**src/rtl/wave_seq_ctrl.sv**
```systemverilog
// Segment-table sequencer for funct_generator: loads {sel, amp, len} per segment and
// streams len samples each. Optional WAVE_SEQ_LOOP_EN repeats the table until stopped.
module wave_seq_ctrl #(
   parameter int unsigned NUM_SEG  = 4,
   parameter int unsigned LEN_W    = 16,
   // Must match fifo_defines_pkg::INT_BITS of the attached generator
   parameter int unsigned INT_BITS = 16
) (
   input  logic                         clk,
   input  logic                         rst_n,
   input  logic                         start_i,
   input  logic                         stop_i,
   input  logic [$clog2(NUM_SEG):0]     num_seg_i,
   input  logic                         prog_we_i,
   input  logic [$clog2(NUM_SEG)-1:0]   prog_idx_i,
   input  logic [1:0]                   prog_sel_i,
   input  logic [INT_BITS-1:0]          prog_amp_i,
   input  logic [LEN_W-1:0]             prog_len_i,
   input  logic                         fifo_afull_i,
   input  logic                         gen_wr_en_i,
   output logic                         en_low_o,
   output logic                         enh_conf_o,
   output logic [INT_BITS-1:0]          amp_o,
   output logic [1:0]                   sel_o,
   output logic                         busy_o,
   output logic [$clog2(NUM_SEG)-1:0]   seg_idx_o,
   output logic                         done_o
);

   localparam int unsigned IDX_W  = $clog2(NUM_SEG);
   localparam int unsigned NSEG_W = IDX_W + 1;

   localparam logic [1:0] StIdle = 2'd0;
   localparam logic [1:0] StConf = 2'd1;
   localparam logic [1:0] StRun  = 2'd2;
   localparam logic [1:0] StNext = 2'd3;

   logic [1:0]          sel_tab [NUM_SEG];
   logic [INT_BITS-1:0] amp_tab [NUM_SEG];
   logic [LEN_W-1:0]    len_tab [NUM_SEG];

   logic [1:0]          state_q, state_d;
   logic [IDX_W-1:0]    idx_q, idx_d;
   logic [NSEG_W-1:0]   nseg_q, nseg_d;
   logic [LEN_W-1:0]    cnt_q, cnt_d;
   logic                act_q, act_d;
   logic                en_low_d, enh_d, busy_d, done_d;
   logic [INT_BITS-1:0] amp_d;
   logic [1:0]          sel_d;
   logic                last_seg;

   always_ff @(posedge clk or negedge rst_n) begin
      if (!rst_n) begin
         for (int i = 0; i < NUM_SEG; i++) begin
            sel_tab[i] <= '0;
            amp_tab[i] <= '0;
            len_tab[i] <= '0;
         end
      end else if (prog_we_i && (state_q == StIdle)) begin
         sel_tab[prog_idx_i] <= prog_sel_i;
         amp_tab[prog_idx_i] <= prog_amp_i;
         len_tab[prog_idx_i] <= prog_len_i;
      end
   end

   assign last_seg = (({1'b0, idx_q} + NSEG_W'(1)) == nseg_q);

   always_comb begin
      state_d  = state_q;
      idx_d    = idx_q;
      nseg_d   = nseg_q;
      cnt_d    = cnt_q;
      act_d    = act_q;
      en_low_d = 1'b1;
      enh_d    = 1'b0;
      done_d   = 1'b0;
      amp_d    = amp_o;
      sel_d    = sel_o;

      case (state_q)
         StIdle: begin
            if (start_i) begin
               nseg_d  = (num_seg_i == '0) ? NSEG_W'(1) : num_seg_i;
               idx_d   = '0;
               act_d   = 1'b0;
               state_d = StConf;
            end
         end
         StConf: begin
            if (len_tab[idx_q] == '0) begin
               state_d = StNext;
            end else begin
               cnt_d    = '0;
               en_low_d = fifo_afull_i;
               state_d  = StRun;
            end
         end
         StRun: begin
            en_low_d = fifo_afull_i;
            if (gen_wr_en_i) begin
               cnt_d = cnt_q + LEN_W'(1);
               if (cnt_d == len_tab[idx_q]) begin
                  en_low_d = 1'b1;
                  state_d  = StNext;
               end
            end
         end
         StNext: begin
            if (last_seg) begin
`ifdef WAVE_SEQ_LOOP_EN
               // A pass that loaded nothing would spin forever; finish it instead
               if (act_q) begin
                  idx_d   = '0;
                  act_d   = 1'b0;
                  state_d = StConf;
               end else begin
                  done_d  = 1'b1;
                  state_d = StIdle;
               end
`else
               done_d  = 1'b1;
               state_d = StIdle;
`endif
            end else begin
               idx_d   = idx_q + IDX_W'(1);
               state_d = StConf;
            end
         end
         default: state_d = StIdle;
      endcase

      if (stop_i) begin
         state_d  = StIdle;
         en_low_d = 1'b1;
         done_d   = 1'b0;
      end

      // Outputs are registered, so the config pulse is decided on entry to CONF
      if ((state_d == StConf) && (len_tab[idx_d] != '0)) begin
         enh_d = 1'b1;
         amp_d = amp_tab[idx_d];
         sel_d = sel_tab[idx_d];
         act_d = 1'b1;
      end

      busy_d = (state_d != StIdle);
   end

   always_ff @(posedge clk or negedge rst_n) begin
      if (!rst_n) begin
         state_q    <= StIdle;
         idx_q      <= '0;
         nseg_q     <= NSEG_W'(1);
         cnt_q      <= '0;
         act_q      <= 1'b0;
         en_low_o   <= 1'b1;
         enh_conf_o <= 1'b0;
         amp_o      <= '0;
         sel_o      <= '0;
         busy_o     <= 1'b0;
         done_o     <= 1'b0;
      end else begin
         state_q    <= state_d;
         idx_q      <= idx_d;
         nseg_q     <= nseg_d;
         cnt_q      <= cnt_d;
         act_q      <= act_d;
         en_low_o   <= en_low_d;
         enh_conf_o <= enh_d;
         amp_o      <= amp_d;
         sel_o      <= sel_d;
         busy_o     <= busy_d;
         done_o     <= done_d;
      end
   end

   assign seg_idx_o = idx_q;

endmodule

```
**config.mk**
```make
export PLATFORM = sky130hd
export DESIGN_NAME = wave_seq_ctrl
export DESIGN_NICKNAME = d
export VERILOG_FILES = /design/src/rtl/wave_seq_ctrl.sv
export SDC_FILE = /design/constraint.sdc
export NUM_CORES = 1
export LEC_CHECK = 0
export CORE_MARGIN = 10
export CORE_UTILIZATION = 47
export CTS_BUF_LIST = sky130_fd_sc_hd__clkbuf_4
export CTS_CLUSTER_SIZE = 10
export DETAILED_ROUTE_END_ITERATION = 12
export PLACE_DENSITY = 0.67
export SLEW_MARGIN = 20
export SYNTH_ARGS = -nofsm -noshare
export SYNTH_HDL_FRONTEND = slang
export SYNTH_SLANG_ARGS = --single-unit
```
**constraint.sdc**
```tcl
create_clock -name clk -period 5.7 [get_ports clk]
set_clock_uncertainty 0.15 [all_clocks]
set_input_delay 1.14 -clock clk [delete_from_list [all_inputs] [get_ports clk]]
set_output_delay 1.14 -clock clk [all_outputs]
set_load 0.005 [all_outputs]
```
==> results of run 1 <==
## logic make-up (layout without fill, tap and decap cells)
group,Yosys count,in the layout
flops,181,181
fa+ha+maj,6,6
buf+inv,44,115
mux,215,215
other cells,0,2
xor+xnor,19,19
compound gates,75,75
simple gates,130,130
## synthesized netlist by cell type (4+ instances only)
library cell	number	share of area, %
nand2_1	17	0.72
mux2_2	166	21
and2_1	4	0.28
nor2_1	34	1.4
xnor2_1	9	0.89
ha_1	6	0.84
mux2i_1	22	2.5
o31ai_1	11	0.93
mux4_2	16	4.1
buf_4	4	0.34
a21oi_1	24	1.4
buf_2	10	0.56
nor3_1	10	0.56
o21ai_0	20	1.1
xor2_1	5	0.49
clkbuf_1	22	0.93
nand3_1	11	0.62
dfrtp_1	179	50
nor4_1	17	1.2
nand2b_1	5	0.35
inv_1	4	0.17
nand4_1	13	0.91
mux2_4	10	1.7
## per-stage QoR
stage / instance area, um2 / cells
final: 10100 / 977
after global routing: 10100 / 976
after CTS: 10100 / 975
after detailed placement: 9740 / 943
after global placement: 9740 / 943
after floorplan: 8890 / 670
## flip-flops by register name, summed over array words and instances, names as in the netlist
name and flops:
state_q 2, en_low_o 1, seg_idx_o 2, len_tab 64, enh_conf_o 1, sel_tab 8
amp_o 16, busy_o 1, sel_o 2, amp_tab 64, nseg_q 3, cnt_q 16
done_o 1
## power breakdown
group | internal, W | switching [W]
combinational | 0.00122 | 0.000852
clock | 0.000352 | 0.000447
sequential | 0.00187 | 0.000416
total | 0.00344 | 0.00171
## tightest hold or removal path, stage by stage (launching register included)
cell and delay (ps):
dfstp_2 410, nand2_1 50, o21ai_0 70
## cell type report
class	count	area, um2	share of cell area, %
timing repair buffer	79	767	7.62
tap	234	293	2.91
inverter	4	15.0	0.149
sequential	181	4530	45.0
clock inverter	15	200	1.99
multi-input combinational	445	4130	41.0
clock buffer	17	128	1.27
antenna	2	5.00	0.0497
## per-layer routing
metal	GRT usage, %	up-vias	share of wire (%)
met5	0	-	0
met4	4.54	0	1.1
met3	4.37	16	5.4
met2	27.3	139	49
met1	22.0	3035	45
li1	-	2607	-
## path summary, 6_finish.rpt
kind,slack (ps),startpoint,to
worst max-delay path,1670,seg_idx_o[1],amp_o[4]
worst min-delay path,370,nseg_q[0],nseg_q[0]
worst max register to register,1670,seg_idx_o[1],amp_o[4]
worst min register to register,370,nseg_q[0],nseg_q[0]
max in group asynchronous,3740,rst_n,len_tab[63]
min in group asynchronous,550,rst_n,cnt_q[2]
==> summary.md, run 1 <==
| Metric | Value |
|---|---|
| Worst slew pin tran | `962 ps` |
| Min-Delay Path Class | `flop to flop` |
| First-pass GRT wire length | `approximately 33000 um` |
| Die height | `158 um` |
| Crit-path leading delay family | `flip-flops` |
| DR vias/cell | `5.93` |
| #FFs+latches synth | `about 180` |
| Share of cells above drive strength 1 | `between 30 and 40%` |
| Peak Freq | `roughly 250 MHz` |
| Gpl congestion | `approximately 0.88` |
| Worst skew pair latency | `approximately 550 ps` |
| LEAKAGE | `between 4 and 5 nW` |
| Number of DRC markers in iteration 0 | `between 400 and 500` |
| Placeable core area | `roughly 19000 um2` |
| Crit path capture type | `flop` |
| Setup_tns | `0 ps` |
| Status | `finished, final reports clean` |
| Area growth from synthesis to layout | `13.2%` |
| Mean area per synthesized cell | `13.3 um2` |
| Gr ovfl total | `0` |
| Slowest cell on crit path | `dfrtp_1` |
| Tmin final | `between 4000 and 5000 ps` |
| Crit path setup slack, layout | `1670 ps` |
| Row cnt | `50` |
| Finished Core Util | `a little over half` |
| CTS max path bufs | `2` |
| Buffers & Inverters on Critical Path | `1` |
| Max-Cap Viols | `0` |
| Worst path max stage delay | `1000 ps` |
| Dpl ws | `1650 ps` |
| Cells after Synth | `670` |
| Most frequent cells in the layout | `dfrtp_1 (179), mux2_2 (166), clkdlybuf4s50_1 (68), nor2_1 (34), a21oi_1 (24)` |
| Clock transition at the registers of the reported paths | `140 ps` |
| Simple-gate share of the synthesized area | `7.91%` |
| Unrepaired setup endpoints after global routing | `no` |
| # IOs | `70` |
| Synth async-reset ratio | `100%` |
| Number of global-route vias before repair | `~6100` |
| Fin nets | `780` |
| CTS Root Cell | `clkbuf_4` |
| Xor/xnor cell area share of the yosys netlist | `roughly 2.7%` |
| Via count | `about 5800` |
| CTS Sinks | `around 180` |
| Hold buffers post-CTS | `0` |
| CTS tree | `built` |
| R2r worst-path depth | `10` |
| Slew Viols, Final | `0` |
| Post-synth EDFFs | `0` |
| Number of port buffers | `69` |
| DR pass1 iterations | `5` |
| Largest family of logic cells by synthesized area | `multiplexers` |
| CTS Buf Count | `17` |
| Crit path cell chain | `ha_1 > xnor2_1 > or3b_2 > mux2i_1 > o21ai_2 > mux2_2 > nor2_1 > o211a_1 > buf_4 > mux2_2` |
| Pwr Density | `just over 500 nW/um2` |
| Startpoint Class | `flop` |
| Tcrit/Tclk final | `a little over two thirds` |
| Maximum VDD drop | `about 0.23 mV` |
| Count of final setup violators | `0` |
| Initial antenna violation count | `1` |
| Main synth FF type | `dfrtp_1` |
| Compound-Gate Fraction of Synth Area | `between 5 and 6%` |
| Most common cell after layout, fill and taps aside | `dfrtp_1` |
| CP Depth | `10` |
| Hold depth | `2` |
| Crit-path most repeated cell | `mux2_2` |
| Post-synthesis cell type count | `between 50 and 60` |
| Final hold vios | `0` |
| Req. time, crit path | `roughly 6000 ps` |
| Pwr Total | `just over 0.005 W` |
| Worst hold slack | `369 ps` |
| Seq/Total Area, Yosys | `a little over 50%` |
| Slew margin rel. | `a little over a third` |
| Post-CTS sizing | `0` |
| Wire length per cell | `20.8 um` |
| Synthesized cell area | `between 8000 and 9000 um2` |
| Mux contribution to synthesized area | `29.5%` |
| Syn_nets | `roughly 720` |
| Worst-path fanout max | `25` |
| Largest net degree at the start of global routing | `roughly 100` |
| Crit path DAT | `roughly 4300 ps` |
| Routed WL | `between 20000 and 25000 um` |
| H-tree levels | `4` |
| Fill count | `between 1500 and 2000` |
| Final antenna-violating net count | `0` |
| Post-synthesis adder-cell area fraction | `0.844%` |
| Starting Density | `47.7%` |
| Die X-Extent | `158 um` |
| DRC viols | `0` |
| Kind of critical path | `flop to flop` |
| Synth warn | `0` |
| Die footprint | `roughly 25000 um2` |
| Postcts setup bufs | `0` |
| Placed wire-length estimate | `13800 um` |
| All-Layer GR Usage | `~17%` |
Power figures use the tool's default switching activity.
==> run 2, diff against run 1 <==
--- a/config.mk
+++ b/config.mk
@@ -10,7 +10,7 @@
 export CTS_BUF_LIST = sky130_fd_sc_hd__clkbuf_4
 export CTS_CLUSTER_SIZE = 10
 export DETAILED_ROUTE_END_ITERATION = 12
-export PLACE_DENSITY = 0.67
+export PLACE_DENSITY = 0.69
 export SLEW_MARGIN = 20
 export SYNTH_ARGS = -nofsm -noshare
 export SYNTH_HDL_FRONTEND = slang
==> constraint.sdc (replaced) <==
create_clock -name clk -period 3.6 [get_ports clk]
set_clock_uncertainty 0.15 [all_clocks]
set_input_delay 0.72 -clock clk [delete_from_list [all_inputs] [get_ports clk]]
set_output_delay 0.72 -clock clk [all_outputs]
set_load 0.005 [all_outputs]
==> run 2 against run 1 <==
Final cell count rose by 0.92%. Sequential power grew 58%. Critical path depth rose by 1. Routed wire length up 3.7%. Worst hold slack worse by 5.2 ps. Fmax grew 18%. Flip-flop and latch count unchanged. Clock power up 43%. Critical path type unchanged. Largest power group unchanged.
==> summary.md, run 2 (synthesized netlist as in run 1, its figures left out) <==
| Metric | Value |
|---|---|
| # IOs | `70 (unchanged)` |
| Routed WL | `21000 um (+3.7%)` |
| Fin nets | `790 (+1.3%)` |
| Unrepaired setup endpoints after global routing | `no` |
| Most frequent cells in the layout | `dfrtp_1 (179), mux2_2 (166), clkdlybuf4s50_1 (68), nor2_1 (34), a21oi_1 (24)` |
| Max-Cap Viols | `0 (unchanged)` |
| Worst-path fanout max | `19 (-24%)` |
| Clock power share | `14.0% (-1.5 points)` |
| CTS tree | `built` |
| CTS Buf Count | `17 (unchanged)` |
| Worst skew pair latency | `590 ps (+40 ps)` |
| Die height | `158 um (unchanged)` |
| Die X-Extent | `158 um (unchanged)` |
| Psw | `0.00286 W (+67%)` |
| Placed cell areas | `9840 um2 (+1.1%)` |
| First-pass GRT wire length | `34200 um (+3.3%)` |
| Sw frac | `35.2% (+1.9 points)` |
| Min-Delay Path Class | `flop to flop` |
| Number of port buffers | `69 (unchanged)` |
| Status | `finished, final reports clean` |
| CTS max path bufs | `2 (unchanged)` |
| Crit path DAT | `3750 ps (-590 ps)` |
| Number of global-route vias before repair | `6295 (+2.8%)` |
| Clock transition at the registers of the reported paths | `160 ps (+20 ps)` |
| Initial antenna violation count | `1 (unchanged)` |
| DR pass1 iterations | `7 (+2)` |
| Finished Core Util | `54.6% (+0.54 points)` |
| Tcrit/Tclk final | `94.8% (+24 points)` |
| Die footprint | `24800 um2 (unchanged)` |
| Placed wire-length estimate | `14400 um (+4.3%)` |
| Gr ovfl total | `0 (unchanged)` |
| Gpl congestion | `0.877 (about the same)` |
| Startpoint Class | `flop` |
| Area growth from synthesis to layout | `14.4%` |
| Pwr Density | `800 nW/um2 (+56%)` |
| Req. time, crit path | `3940 ps (-2070 ps)` |
| DR vias/cell | `5.96 (+0.37%)` |
| Via count | `5872 (+1.3%)` |
| Share of cells above drive strength 1 | `34.0% (+1.0 points)` |
| Setup_tns | `0 ps (unchanged)` |
| Hold depth | `2 (unchanged)` |
| Int Pwr | `0.00527 W (+53%)` |
| Kind of critical path | `flop to flop` |
| Number of DRC markers in iteration 0 | `379 (-17%)` |
| H-tree levels | `4 (unchanged)` |
| Final hold vios | `0 (unchanged)` |
| CTS Sinks | `181 (unchanged)` |
| Count of final setup violators | `0 (unchanged)` |
| Worst slew pin tran | `630 ps (-332 ps)` |
| Final antenna-violating net count | `0 (unchanged)` |
| Placeable core area | `18600 um2 (unchanged)` |
| Wire length per cell | `21.3 um (+2.7%)` |
| Starting Density | `47.7% (unchanged)` |
| Worst hold slack | `364 ps (-5.20 ps)` |
| Crit path capture type | `flop` |
| CTS Root Cell | `clkbuf_4` |
| Largest registers | `amp_tab (64), len_tab (64)` |
| Most common cell after layout, fill and taps aside | `dfrtp_1` |
| Slew margin rel. | `58.0% (+22 points)` |
| LEAKAGE | `4.19 nW (+1.3%)` |
| Row cnt | `50 (unchanged)` |
| Largest net degree at the start of global routing | `83 (-20%)` |
| Comb power frac | `41.6% (+1.5 points)` |
| R2r worst-path depth | `11 (+1)` |
| Post-route cell area | `10200 um2 (+1.0%)` |
| Pwr Total | `0.00813 W (+58%)` |
| Tmin final | `3410 ps (-621 ps)` |
| Flop pwr share | `44.4% (about the same)` |
| All-Layer GR Usage | `17.4% (+0.53 points)` |
| Peak Freq | `293 MHz (+18%)` |
| Maximum VDD drop | `0.434 mV (+88%)` |
| Slew Viols, Final | `0 (unchanged)` |
| DRC viols | `0 (unchanged)` |
run 2: changes by cell type in the layout (fill, tap and decap cells not counted), sizes merged:
cell / delta
dlygate4sd3: +1
bufinv: -4
clkinvlp: -1
buf: +9
clkinv: +4
diode: -1
inv: +1
run 2: timing repair:
action,4_1_cts,5_1_grt
setup buffers,0,2
endpoints found under the setup margin,0,18
gates resized for setup,0,1
endpoints found under the hold margin,58,0
hold buffers,1,0
run 2: critical path, stage by stage, from the launching register on:
cell and delay, ps:
dfrtp_1 440, buf_4 170, ha_1 340, xnor2_2 200
or3b_2 520, mux2i_1 160, o21ai_2 150, mux2_2 350
nor2_1 90, o211a_1 200, buf_12 200, mux2_2 350
run 2: power groups by stage:
stage               Sequential (W)  Clock, W  Combinational [W]
finish                     0.00361   0.00114            0.00339
CTS                        0.00361   0.00116            0.00338
global route               0.00373   0.00125            0.00368
detailed placement         0.00365         0            0.00336
floorplan                  0.00342         0            0.00252
global placement           0.00358         0            0.00324
run 2: path summary, 6_finish.rpt:
check	startpoint	endpoint	slack [ps]
setup / recovery	seg_idx_o[0]	amp_o[1]	190
hold / removal	nseg_q[0]	nseg_q[0]	360
setup reg to reg	seg_idx_o[0]	amp_o[1]	190
hold reg to reg	nseg_q[0]	nseg_q[0]	360
max in group asynchronous	rst_n	cnt_q[14]	1830
min in group asynchronous	rst_n	len_tab[9]	510
run 2: final cells by class:
cell class / instances / area (um2)
Fill cell: 1513 / 8470
Inverter: 4 / 15.0
Timing Repair Buffer: 89 / 895
Multi-Input combinational cell: 445 / 4140
Antenna cell: 1 / 2.50
Sequential cell: 181 / 4530
Tap cell: 234 / 293
Clock inverter: 15 / 169
Clock buffer: 17 / 128
run 2: layer usage:
layer | up-vias | GRT usage (%) | part of all wire, %
met1 | 3023 | 23.1 | 44
li1 | 2629 | - | -
met2 | 187 | 27.3 | 47
met5 | - | 0 | 0
met3 | 33 | 4.72 | 6.3
met4 | 0 | 5.16 | 2.0
run 2: per-stage QoR:
| step | setup slack [ps] | instances |
|---|---|---|
| after CTS | 49.6 | 983 |
| after detailed placement | 59.0 | 950 |
| final | 188 | 986 |
| after global placement | 121 | 950 |
| after floorplan | 421 | 670 |
| after global routing | 11.2 | 986 |
